[config.mk]
export PLATFORM = sky130hd
export DESIGN_NAME = inst_fetch
export DESIGN_NICKNAME = d
export VERILOG_FILES = /design/src/rtl/inst_fetch.sv
export SDC_FILE = /design/constraint.sdc
export NUM_CORES = 1
export LEC_CHECK = 0
export BUFFER_PORTS_ARGS = -buffer_cell sky130_fd_sc_hd__clkbuf_2
export CAP_MARGIN = 0
export CORE_MARGIN = 3
export CORE_UTILIZATION = 35
export CTS_BUF_LIST = sky130_fd_sc_hd__clkbuf_8
export DETAILED_ROUTE_END_ITERATION = 10
export HOLD_SLACK_MARGIN = 0.12
export PLACE_DENSITY = 0.64
export SKIP_LAST_GASP = 1
export SLEW_MARGIN = 0
export SYNTH_ARGS = -nofsm -noshare
export SYNTH_HDL_FRONTEND = slang
export SYNTH_SLANG_ARGS = --single-unit
[constraint.sdc]
create_clock -name clk -period 5.15 [get_ports clk]
set_input_delay 1.03 -clock clk [delete_from_list [all_inputs] [get_ports clk]]
set_output_delay 1.03 -clock clk [all_outputs]
set_load 0.005 [all_outputs]
[src/rtl/inst_fetch.sv]
// -----------------------------------------------------------------------------
// inst_fetch
//
// Purpose:
//   Instruction fetch unit. Drives the instruction ROM (chip enable plus an
//   8-byte aligned address), captures each returned 64-bit word together with
//   its PC into a small FIFO, and presents the FIFO head to decode through a
//   valid/ready handshake. A one-cycle branch redirect flushes the FIFO and
//   restarts fetching at the aligned target.
//
// Parameters:
//   DEPTH         fetch FIFO entries (power of two, >= 2)
//   RESET_PC      first fetch address (low 3 bits zero)
//
// Ports:
//   clk           clock, all state on the rising edge
//   rst           asynchronous active-low reset
//   rom_ce        ROM chip enable (1 = enabled)
//   rom_addr      ROM byte address, 8-byte aligned, 0 while rom_ce is low
//   rom_inst      ROM read data, combinational from rom_addr
//   branch_flag   one-cycle redirect request
//   branch_target redirect byte address (low 3 bits ignored)
//   id_ready      decode accepts the head entry this cycle
//   id_valid      FIFO non-empty (driven from registers only)
//   id_pc         PC of the head entry, 0 when empty
//   id_inst       instruction of the head entry, 0 when empty
//   fetch_count   number of pushes, wraps at 2^32 (only with IF_FETCH_COUNT_EN)
//
// Build option:
//   IF_FETCH_COUNT_EN  when defined, adds the fetch_count port and counter.
// -----------------------------------------------------------------------------
module inst_fetch #(
    parameter int unsigned DEPTH    = 2,
    parameter logic [31:0] RESET_PC = 32'h0000_0000
) (
    input  logic        clk,
    input  logic        rst,
    output logic        rom_ce,
    output logic [31:0] rom_addr,
    input  logic [63:0] rom_inst,
    input  logic        branch_flag,
    input  logic [31:0] branch_target,
    input  logic        id_ready,
    output logic        id_valid,
    output logic [31:0] id_pc,
    output logic [63:0] id_inst
`ifdef IF_FETCH_COUNT_EN
    ,
    output logic [31:0] fetch_count
`endif
);

    localparam int unsigned PTR_W = (DEPTH > 1) ? $clog2(DEPTH) : 1;
    localparam int unsigned CNT_W = PTR_W + 1;
    localparam logic [CNT_W-1:0] DEPTH_C = CNT_W'(DEPTH);

    typedef enum logic [1:0] {
        IDLE  = 2'd0,
        FETCH = 2'd1,
        FULL  = 2'd2
    } state_t;

    state_t           state_q;
    logic             rom_ce_q;
    logic [31:0]      pc_q,     pc_d;
    logic [PTR_W-1:0] rd_ptr_q, rd_ptr_d;
    logic [PTR_W-1:0] wr_ptr_q, wr_ptr_d;
    logic [CNT_W-1:0] count_q,  count_d;

    // FIFO storage is never reset: its contents are masked by count_q.
    logic [31:0]      pc_mem_q   [DEPTH];
    logic [63:0]      inst_mem_q [DEPTH];

    logic             push;
    logic             pop;

    assign id_valid = (count_q != '0);

    // A redirect wins over everything: the same-cycle fetch is dropped and a
    // concurrent id_ready is not treated as a pop.
    assign pop  = id_valid & id_ready & ~branch_flag;
    assign push = rom_ce_q & ~branch_flag & ((count_q < DEPTH_C) | pop);

    assign rom_ce   = rom_ce_q;
    assign rom_addr = rom_ce_q ? pc_q : 32'h0;
    assign id_pc    = id_valid ? pc_mem_q[rd_ptr_q]   : 32'h0;
    assign id_inst  = id_valid ? inst_mem_q[rd_ptr_q] : 64'h0;

    // Next-state for PC, pointers and occupancy.
    always_comb begin
        pc_d     = pc_q;
        rd_ptr_d = rd_ptr_q;
        wr_ptr_d = wr_ptr_q;
        count_d  = count_q;
        if (branch_flag) begin
            // Masking instead of slicing keeps every target bit in use.
            pc_d     = branch_target & ~32'h7;
            rd_ptr_d = '0;
            wr_ptr_d = '0;
            count_d  = '0;
        end else begin
            if (push) begin
                wr_ptr_d = wr_ptr_q + PTR_W'(1);
                pc_d     = pc_q + 32'd8;   // modulo 2^32
            end
            if (pop) begin
                rd_ptr_d = rd_ptr_q + PTR_W'(1);
            end
            case ({push, pop})
                2'b10:   count_d = count_q + CNT_W'(1);
                2'b01:   count_d = count_q - CNT_W'(1);
                default: count_d = count_q;
            endcase
        end
    end

    // Control FSM; rom_ce is registered alongside the state.
    always_ff @(posedge clk or negedge rst) begin
        if (!rst) begin
            state_q  <= IDLE;
            rom_ce_q <= 1'b0;
        end else if (branch_flag) begin
            state_q  <= FETCH;
            rom_ce_q <= 1'b1;
        end else begin
            case (state_q)
                IDLE: begin
                    state_q  <= FETCH;
                    rom_ce_q <= 1'b1;
                end
                FETCH: begin
                    rom_ce_q <= 1'b1;
                    if ((count_d == DEPTH_C) && !pop) begin
                        state_q <= FULL;
                    end
                end
                FULL: begin
                    rom_ce_q <= 1'b1;
                    if (pop) begin
                        state_q <= FETCH;
                    end
                end
                default: begin
                    state_q  <= IDLE;
                    rom_ce_q <= 1'b0;
                end
            endcase
        end
    end

    always_ff @(posedge clk or negedge rst) begin
        if (!rst) begin
            pc_q     <= RESET_PC;
            rd_ptr_q <= '0;
            wr_ptr_q <= '0;
            count_q  <= '0;
        end else begin
            pc_q     <= pc_d;
            rd_ptr_q <= rd_ptr_d;
            wr_ptr_q <= wr_ptr_d;
            count_q  <= count_d;
        end
    end

    always_ff @(posedge clk) begin
        if (push) begin
            pc_mem_q[wr_ptr_q]   <= pc_q;
            inst_mem_q[wr_ptr_q] <= rom_inst;
        end
    end

`ifdef IF_FETCH_COUNT_EN
    logic [31:0] fetch_count_q;

    // Counts accepted fetches only; redirects do not clear it.
    always_ff @(posedge clk or negedge rst) begin
        if (!rst) begin
            fetch_count_q <= 32'h0;
        end else if (push) begin
            fetch_count_q <= fetch_count_q + 32'd1;
        end
    end

    assign fetch_count = fetch_count_q;
`endif

endmodule

==> qor.txt, run 1 <==
outcome - completed
first-pass GRT wire length - 34300 um
top-count cell post-synth - edfxtp_1
Compound-Gate Fraction of Synth Area - 0.0404
crit share post-route - 0.689
Critical Path RT - 4120 ps
clock share of power - 0.315
largest family of logic cells by synthesized area - simple AND/OR/NAND/NOR gates
DRT Pass-1 Iters - 5
Setup crit end - id_inst[8]
DP Area - 0.0109 sq mm
R2R depth - 7
num ports - 230
Worst Path Buf+Inv - 2
Cell Int Power - 0.00348 W
critical path arrival - 2520 ps
largest net degree at the start of global routing - 94
Max rail drop VDD - 0.269 mV
wire length on met1 - 9910 um
routed wire length per instance - 17.7 um
hold buffers post-CTS - 0
initial antenna violation count - 0
yosys warns - 0
layout cells sized above 1 - 0.305
via count - 6390
non-filler instance count after layout - 1290
post-DR vias/cell - 4.95
Slew Viols, Final - 0
library cells used by synthesis - 49
total power draw - 0.00495 W
post-synthesis adder-cell area fraction - 0.00263
Setup TNS Final - 0 ps
CTS Buffer Depth - 3
Post-Route WL - 22800 um
antenna cells - 0
Hold Fails Final Rpt - 0
CP max stage cell - dfrtp_4
Levels on crit path - 4
Num CTS Buffers - 41
Routed Antenna Nets - 0
Core ar. - 0.0264 sq mm
Yosys top cell by area - edfxtp_1
Flop pwr share - 0.475
Mapped Cells - 698
Startpoint Class - flip-flop
crit path launch - rd_ptr_q
filler cell count - 2441
Worst Setup End Kind - output pin
area of the die - 0.0292 sq mm
H-tree depth - 2
Placed Cells - 1219
Synth top area share - 0.588
RD Place Congestion - 0.795
XOR/XNOR share of the synthesized area - 0.00922
initial DRC count - 356
Top delay family on crit path - flip-flops
DRC viols - 0
Tmin final - 3550 ps
EDFF count, synth - 186
reg2reg start - count_q[1]
cells taking the most area after synthesis - edfxtp_1, mux2i_1, dfrtp_1, nor2_1, and2_1
FF+latch count, synth - 222
# Post-CTS Setup Buffers - 0
Net Sw Power - 0.00147 W
Die H - 171 um
Die W - 171 um
Fmax - 0.282 GHz
register area share after synthesis - 0.682
kind of critical path - flip-flop to output pin
DP Wirelength - 14200 um
root buf cell - clkbuf_8
global route overflow - 0
Avg Cell Area, Syn - 13.6 sq um
post-layout util - 0.443
Max-slew headroom - 0.258
clk slew on worst S/H paths - 60 ps
Max FO, Critical Path - 53
Leak - 4.46 nW
met2 routed wirelength - 10700 um
Sw Ratio - 0.297
total clock sinks - 222
max-cap check violation count - 0
reg2reg setup slack - 2620 ps
number of global-route vias before repair - 6362
FP Rows - 59
Simple-Gate Fraction of Synth Area - 0.140
Async S/R FF share, synth - 0.162
worst min path class - flip-flop to flip-flop
CP Cell Sequence - buf_12 -> mux2i_1 -> nor2_1 -> clkbuf_2
PD cells - 424 mW/mm^2
reg-to-reg endpoint - state_q[0]
Synth Flop Type - edfxtp_1
Max Used Layer - met4
Final setup viols - 0
Netlist Area Pre-Place - 0.00950 sq mm
actual slew at the worst max-slew pin - 1110 ps
Clock Latency Late Sink - 530 ps
fin nets - 1029
Final Cell Area - 0.0117 sq mm
global-route usage over all layers - 0.149
area delta synth->final - 22.9%
leading cell types by count after synthesis - edfxtp_1, nor2_1, mux2i_1
peak per-stage delay on the critical path - 1080 ps
DR WL met3 - 1790 um
CTS tree - built
RSZ-0062 raised after global routing - false
Gate power share - 0.211
post-synthesis mux area share - 0.0990
# port buffers - 220
CTS resizes - 0
initial core utilization - 0.361
Worst Skew - 11.2 ps
## routing by layer
metal  global-route usage  vias up
li1                     -     3046
met4               0.0416        0
met5                    0        -
met1                0.194     3079
met3               0.0388       38
met2                0.246      227
## worst reg2reg max path: cells and delay by family (launching register included)
family / cells / cell delay (ps)
flops: 1 / 450
compound gates: 3 / 610
simple gates: 3 / 940
fa+ha+maj: 1 / 440
## cells by family (layout without fill, tap and decap cells)
family	Yosys count	count (layout)
AOI/OAI and AO/OA	58	58
DFF	222	222
buffers and inverters	51	303
and+or+nand+nor	260	260
muxes	94	94
xor gates and xnor gates	10	10
adders and majority gates	2	2
other	1	6
## through the flow
stage / hold WS [ps] / setup WS (ps)
6_report: 512 / 1600
5_1_grt: 557 / 1440
4_1_cts: 515 / 1510
3_5_place_dp: 505 / 1760
3_3_place_gp: 494 / 1810
2_1_floorplan: 443 / -802
## sequential cells by signal, summed over array words and instances, names as in the netlist
| name | cells |
|---|---|
| pc_q | 29 |
| pc_mem_q | 58 |
| rd_ptr_q | 1 |
| state_q | 2 |
| count_q | 2 |
| wr_ptr_q | 1 |
| inst_mem_q | 128 |
| rom_ce | 1 |
## power by group through the flow
stage / clock (W) / combinational (W) / sequential (W)
after floorplan: 0 / 0.000652 / 0.00231
after global placement: 0 / 0.00106 / 0.00238
after detailed placement: 0 / 0.00107 / 0.00239
after CTS: 0.00162 / 0.00107 / 0.00235
after global routing: 0.00170 / 0.00116 / 0.00238
final: 0.00156 / 0.00104 / 0.00235
## layout by cell type (no fill, tap or decap), drive strengths merged, types with 15 or more instances in the layout
cell    instances
nor2          116
nand3          23
clkbuf        261
edfxtp        186
and2           32
clkinv         17
nand2          27
mux2i          94
dfrtp          36
inv            15
## final cells by class
cell class	count	area, sq um	share of cell area
Clock inverter	30	188	0.0161
Clock buffer	41	564	0.0483
Tap cell	335	419	0.0359
Inverter	6	22.5	0.00193
Multi-Input combinational cell	430	2810	0.241
Timing Repair Buffer	226	1180	0.101
Sequential cell	222	6490	0.556
## worst min path at each step
stage | startpoint | end | slack [ps] | depth (start not counted)
6_report | state_q[1] | rom_ce | 510 | 1
5_1_grt | state_q[1] | rom_ce | 560 | 1
4_1_cts | state_q[1] | rom_ce | 510 | 1
3_5_place_dp | state_q[1] | rom_ce | 510 | 1
3_3_place_gp | state_q[1] | rom_ce | 490 | 1
2_1_floorplan | pc_q[20] | pc_mem_q[0][20] | 440 | 0
Power figures use the tool's default switching activity.
==> run 2, diff against run 1 <==
- clock period: 5.15 -> 3 ns (I/O delays scaled with it)
==> run 2 against run 1 <==
Compared with the run above: first-iteration DRC count grew 3.9%; largest cell class unchanged; core utilization rose by 0.42 points; hold slack got worse by 240 ps; sequential share of layout area fell by 0.53 points; clock skew rose by 5.2 ps; clock-buffer cell count fell by 1; via count increased by 1.2%; clock power is 67% higher; setup slack got worse by 1200 ps; critical endpoint is now id_pc[21]; final cell count increased by 0.85%; critical path depth is the same.
==> qor.txt, run 2 (synthesis gave the netlist of run 1 again) <==
final setup margin - 381 ps (-1220 ps)
peak per-stage delay on the critical path - 680 ps (-400 ps)
Gate power share - 0.223 (+0.012)
number of global-route vias before repair - 6457 (+1.5%)
RD Place Congestion - 0.809 (+1.8%)
R2R depth - 9 (+2)
Num CTS Buffers - 40 (-2.4%)
DP Area - 0.0110 sq mm (+1.1%)
initial antenna violation count - 0 (unchanged)
RSZ-0062 raised after global routing - false
Startpoint Class - flip-flop
critical path arrival - 2020 ps (-500 ps)
Clock Latency Late Sink - 520 ps (about the same)
reg2reg setup slack - 830 ps (-1790 ps)
Top delay family on crit path - flip-flops
area of the die - 0.0292 sq mm (unchanged)
most common cell after layout, fill and taps aside - clkbuf_2
Max rail drop VDD - 0.398 mV (+48%)
FP Rows - 59 (unchanged)
Worst Skew - 16.4 ps (+5.24 ps)
Max-slew headroom - 0.615 (+0.357)
Cell Int Power - 0.00598 W (+72%)
Net Sw Power - 0.00249 W (+70%)
Core ar. - 0.0264 sq mm (unchanged)
CP max stage cell - dfrtp_4
actual slew at the worst max-slew pin - 577 ps (-536 ps)
Fmax - 0.382 GHz
reg2reg start - count_q[1]
num ports - 230 (unchanged)
CP Cell Sequence - buf_4 -> mux2i_1 -> nor2_1 -> clkbuf_2
# port buffers - 220 (unchanged)
CTS Buffer Depth - 3 (unchanged)
routed wire length per instance - 17.7 um (+0.10%)
post-layout util - 0.447 (+0.00422)
clock share of power - 0.307 (-0.008)
total clock sinks - 222 (unchanged)
PD cells - 719 mW/mm^2 (+70%)
first-pass GRT wire length - 34900 um (+1.6%)
fin nets - 1038 (+0.87%)
Routed Antenna Nets - 0 (unchanged)
Levels on crit path - 4 (unchanged)
global-route usage over all layers - 0.151 (+0.00209)
pre-CTS WS - 689 ps (-1070 ps)
Critical Path RT - 2400 ps (-1720 ps)
via count - 6469 (+1.2%)
crit path launch - rd_ptr_q
DRT Pass-1 Iters - 5 (unchanged)
outcome - completed
largest net degree at the start of global routing - 94 (unchanged)
initial DRC count - 370 (+3.9%)
Hold Fails Final Rpt - 0 (unchanged)
Final Cell Area - 0.0118 sq mm (+0.95%)
biggest regs - inst_mem_q x128, pc_mem_q x58, pc_q x29
max-cap check violation count - 0 (unchanged)
Post-Route WL - 23000 um (+0.96%)
post-DR vias/cell - 4.97 (+0.38%)
initial core utilization - 0.361 (unchanged)
Worst Path Buf+Inv - 2 (unchanged)
area delta synth->final - 24.1%
# Post-CTS Setup Buffers - 0 (unchanged)
Register Area - 0.00649 sq mm (unchanged)
kind of critical path - flip-flop to output pin
layout cells sized above 1 - 0.306 (+0.00171)
crit share post-route - 0.873
Tmin final - 2620 ps
Top reg by flops - inst_mem_q
Die H - 171 um (unchanged)
Worst Setup End Kind - output pin
DP Wirelength - 15100 um (+6.8%)
global route overflow - 0 (unchanged)
clk slew on worst S/H paths - 60 ps (about the same)
reg-to-reg endpoint - state_q[0]
Slew Viols, Final - 0 (unchanged)
Largest register FFs - 128 (unchanged)
Max FO, Critical Path - 18 (-66%)
root buf cell - clkbuf_8
worst min path class - input port to flip-flop
antenna cells - 0 (unchanged)
Sw Ratio - 0.294 (-0.00245)
Die W - 171 um (unchanged)
multi-input logic area - 0.00281 sq mm (unchanged)
H-tree depth - 2 (unchanged)
DRC viols - 0 (unchanged)
Setup crit end - id_pc[21]
filler cell count - 2424 (-0.70%)
Final setup viols - 0 (unchanged)
total power draw - 0.00848 W (+71%)
CTS tree - built
most frequent cells in the layout - clkbuf_2, edfxtp_1, nor2_1
Flop pwr share - 0.469 (-0.006)
Leak - 4.55 nW (+2.0%)
run 2: cell count changes in the layout (fill, tap and decap cells not counted):
cell           change
buf_4              +5
inv_6              -1
inv_1              +9
dlygate4sd3_1      +1
clkinv_1           -4
buf_12             +4
clkinvlp_4         -1
clkinv_2           -1
clkbuf_8           -1
run 2: layout make-up:
cell class / count / area share
Clock inverter: 32 / 0.0157
Sequential cell: 222 / 0.550
Multi-Input combinational cell: 430 / 0.238
Inverter: 6 / 0.00191
Tap cell: 335 / 0.0356
Timing Repair Buffer: 236 / 0.111
Clock buffer: 40 / 0.0467
run 2: worst min path at each step:
stage | start | end | cells past startpoint
after global routing | rom_inst[19] | inst_mem_q[1][19] | 1
after CTS | rom_inst[27] | inst_mem_q[1][27] | 1
after floorplan | rst | count_q[0] | 0
after global placement | state_q[1] | rom_ce | 1
final | rom_inst[6] | inst_mem_q[0][6] | 1
after detailed placement | state_q[0] | rom_ce | 1
run 2: worst register-to-register path: stages, from the launching register on:
cell	delay (ps)
dfrtp_1	450
nor2_4	170
inv_1	80
nand2_1	200
nor2_1	70
ha_1	370
nand3b_1	170
a21boi_0	230
o2111ai_1	150
a21o_1	170
run 2: power groups by stage:
stage,registers (W),clock network (W),logic [W]
final,0.00398,0.00261,0.00189
after global routing,0.00401,0.00286,0.00210
after CTS,0.00398,0.00271,0.00195
after detailed placement,0.00404,0,0.00194
after global placement,0.00403,0,0.00193
after floorplan,0.00395,0,0.00112
run 2: repair_timing:
action,CTS,global route
setup endpoints to repair,0,0
hold endpoints to repair,21,0
resized for setup,0,0
hold buffers,1,0
run 2: per-stage QoR:
| stage | instances | hold slack, ps | setup TNS [ps] |
|---|---|---|---|
| after floorplan | 703 | 304 | -183030 |
| after global placement | 1228 | 500 | 0 |
| after detailed placement | 1228 | 522 | 0 |
| after CTS | 1301 | 224 | 0 |
| after global routing | 1301 | 226 | 0 |
| final | 1301 | 270 | 0 |
run 2: layer usage:
| layer | track usage | vias to the layer above | share of wire |
|---|---|---|---|
| met4 | 0.0406 | 0 | 0.017 |
| met2 | 0.251 | 247 | 0.47 |
| met5 | 0 | - | 0 |
| met1 | 0.196 | 3124 | 0.43 |
| li1 | - | 3058 | - |
| met3 | 0.0395 | 40 | 0.077 |
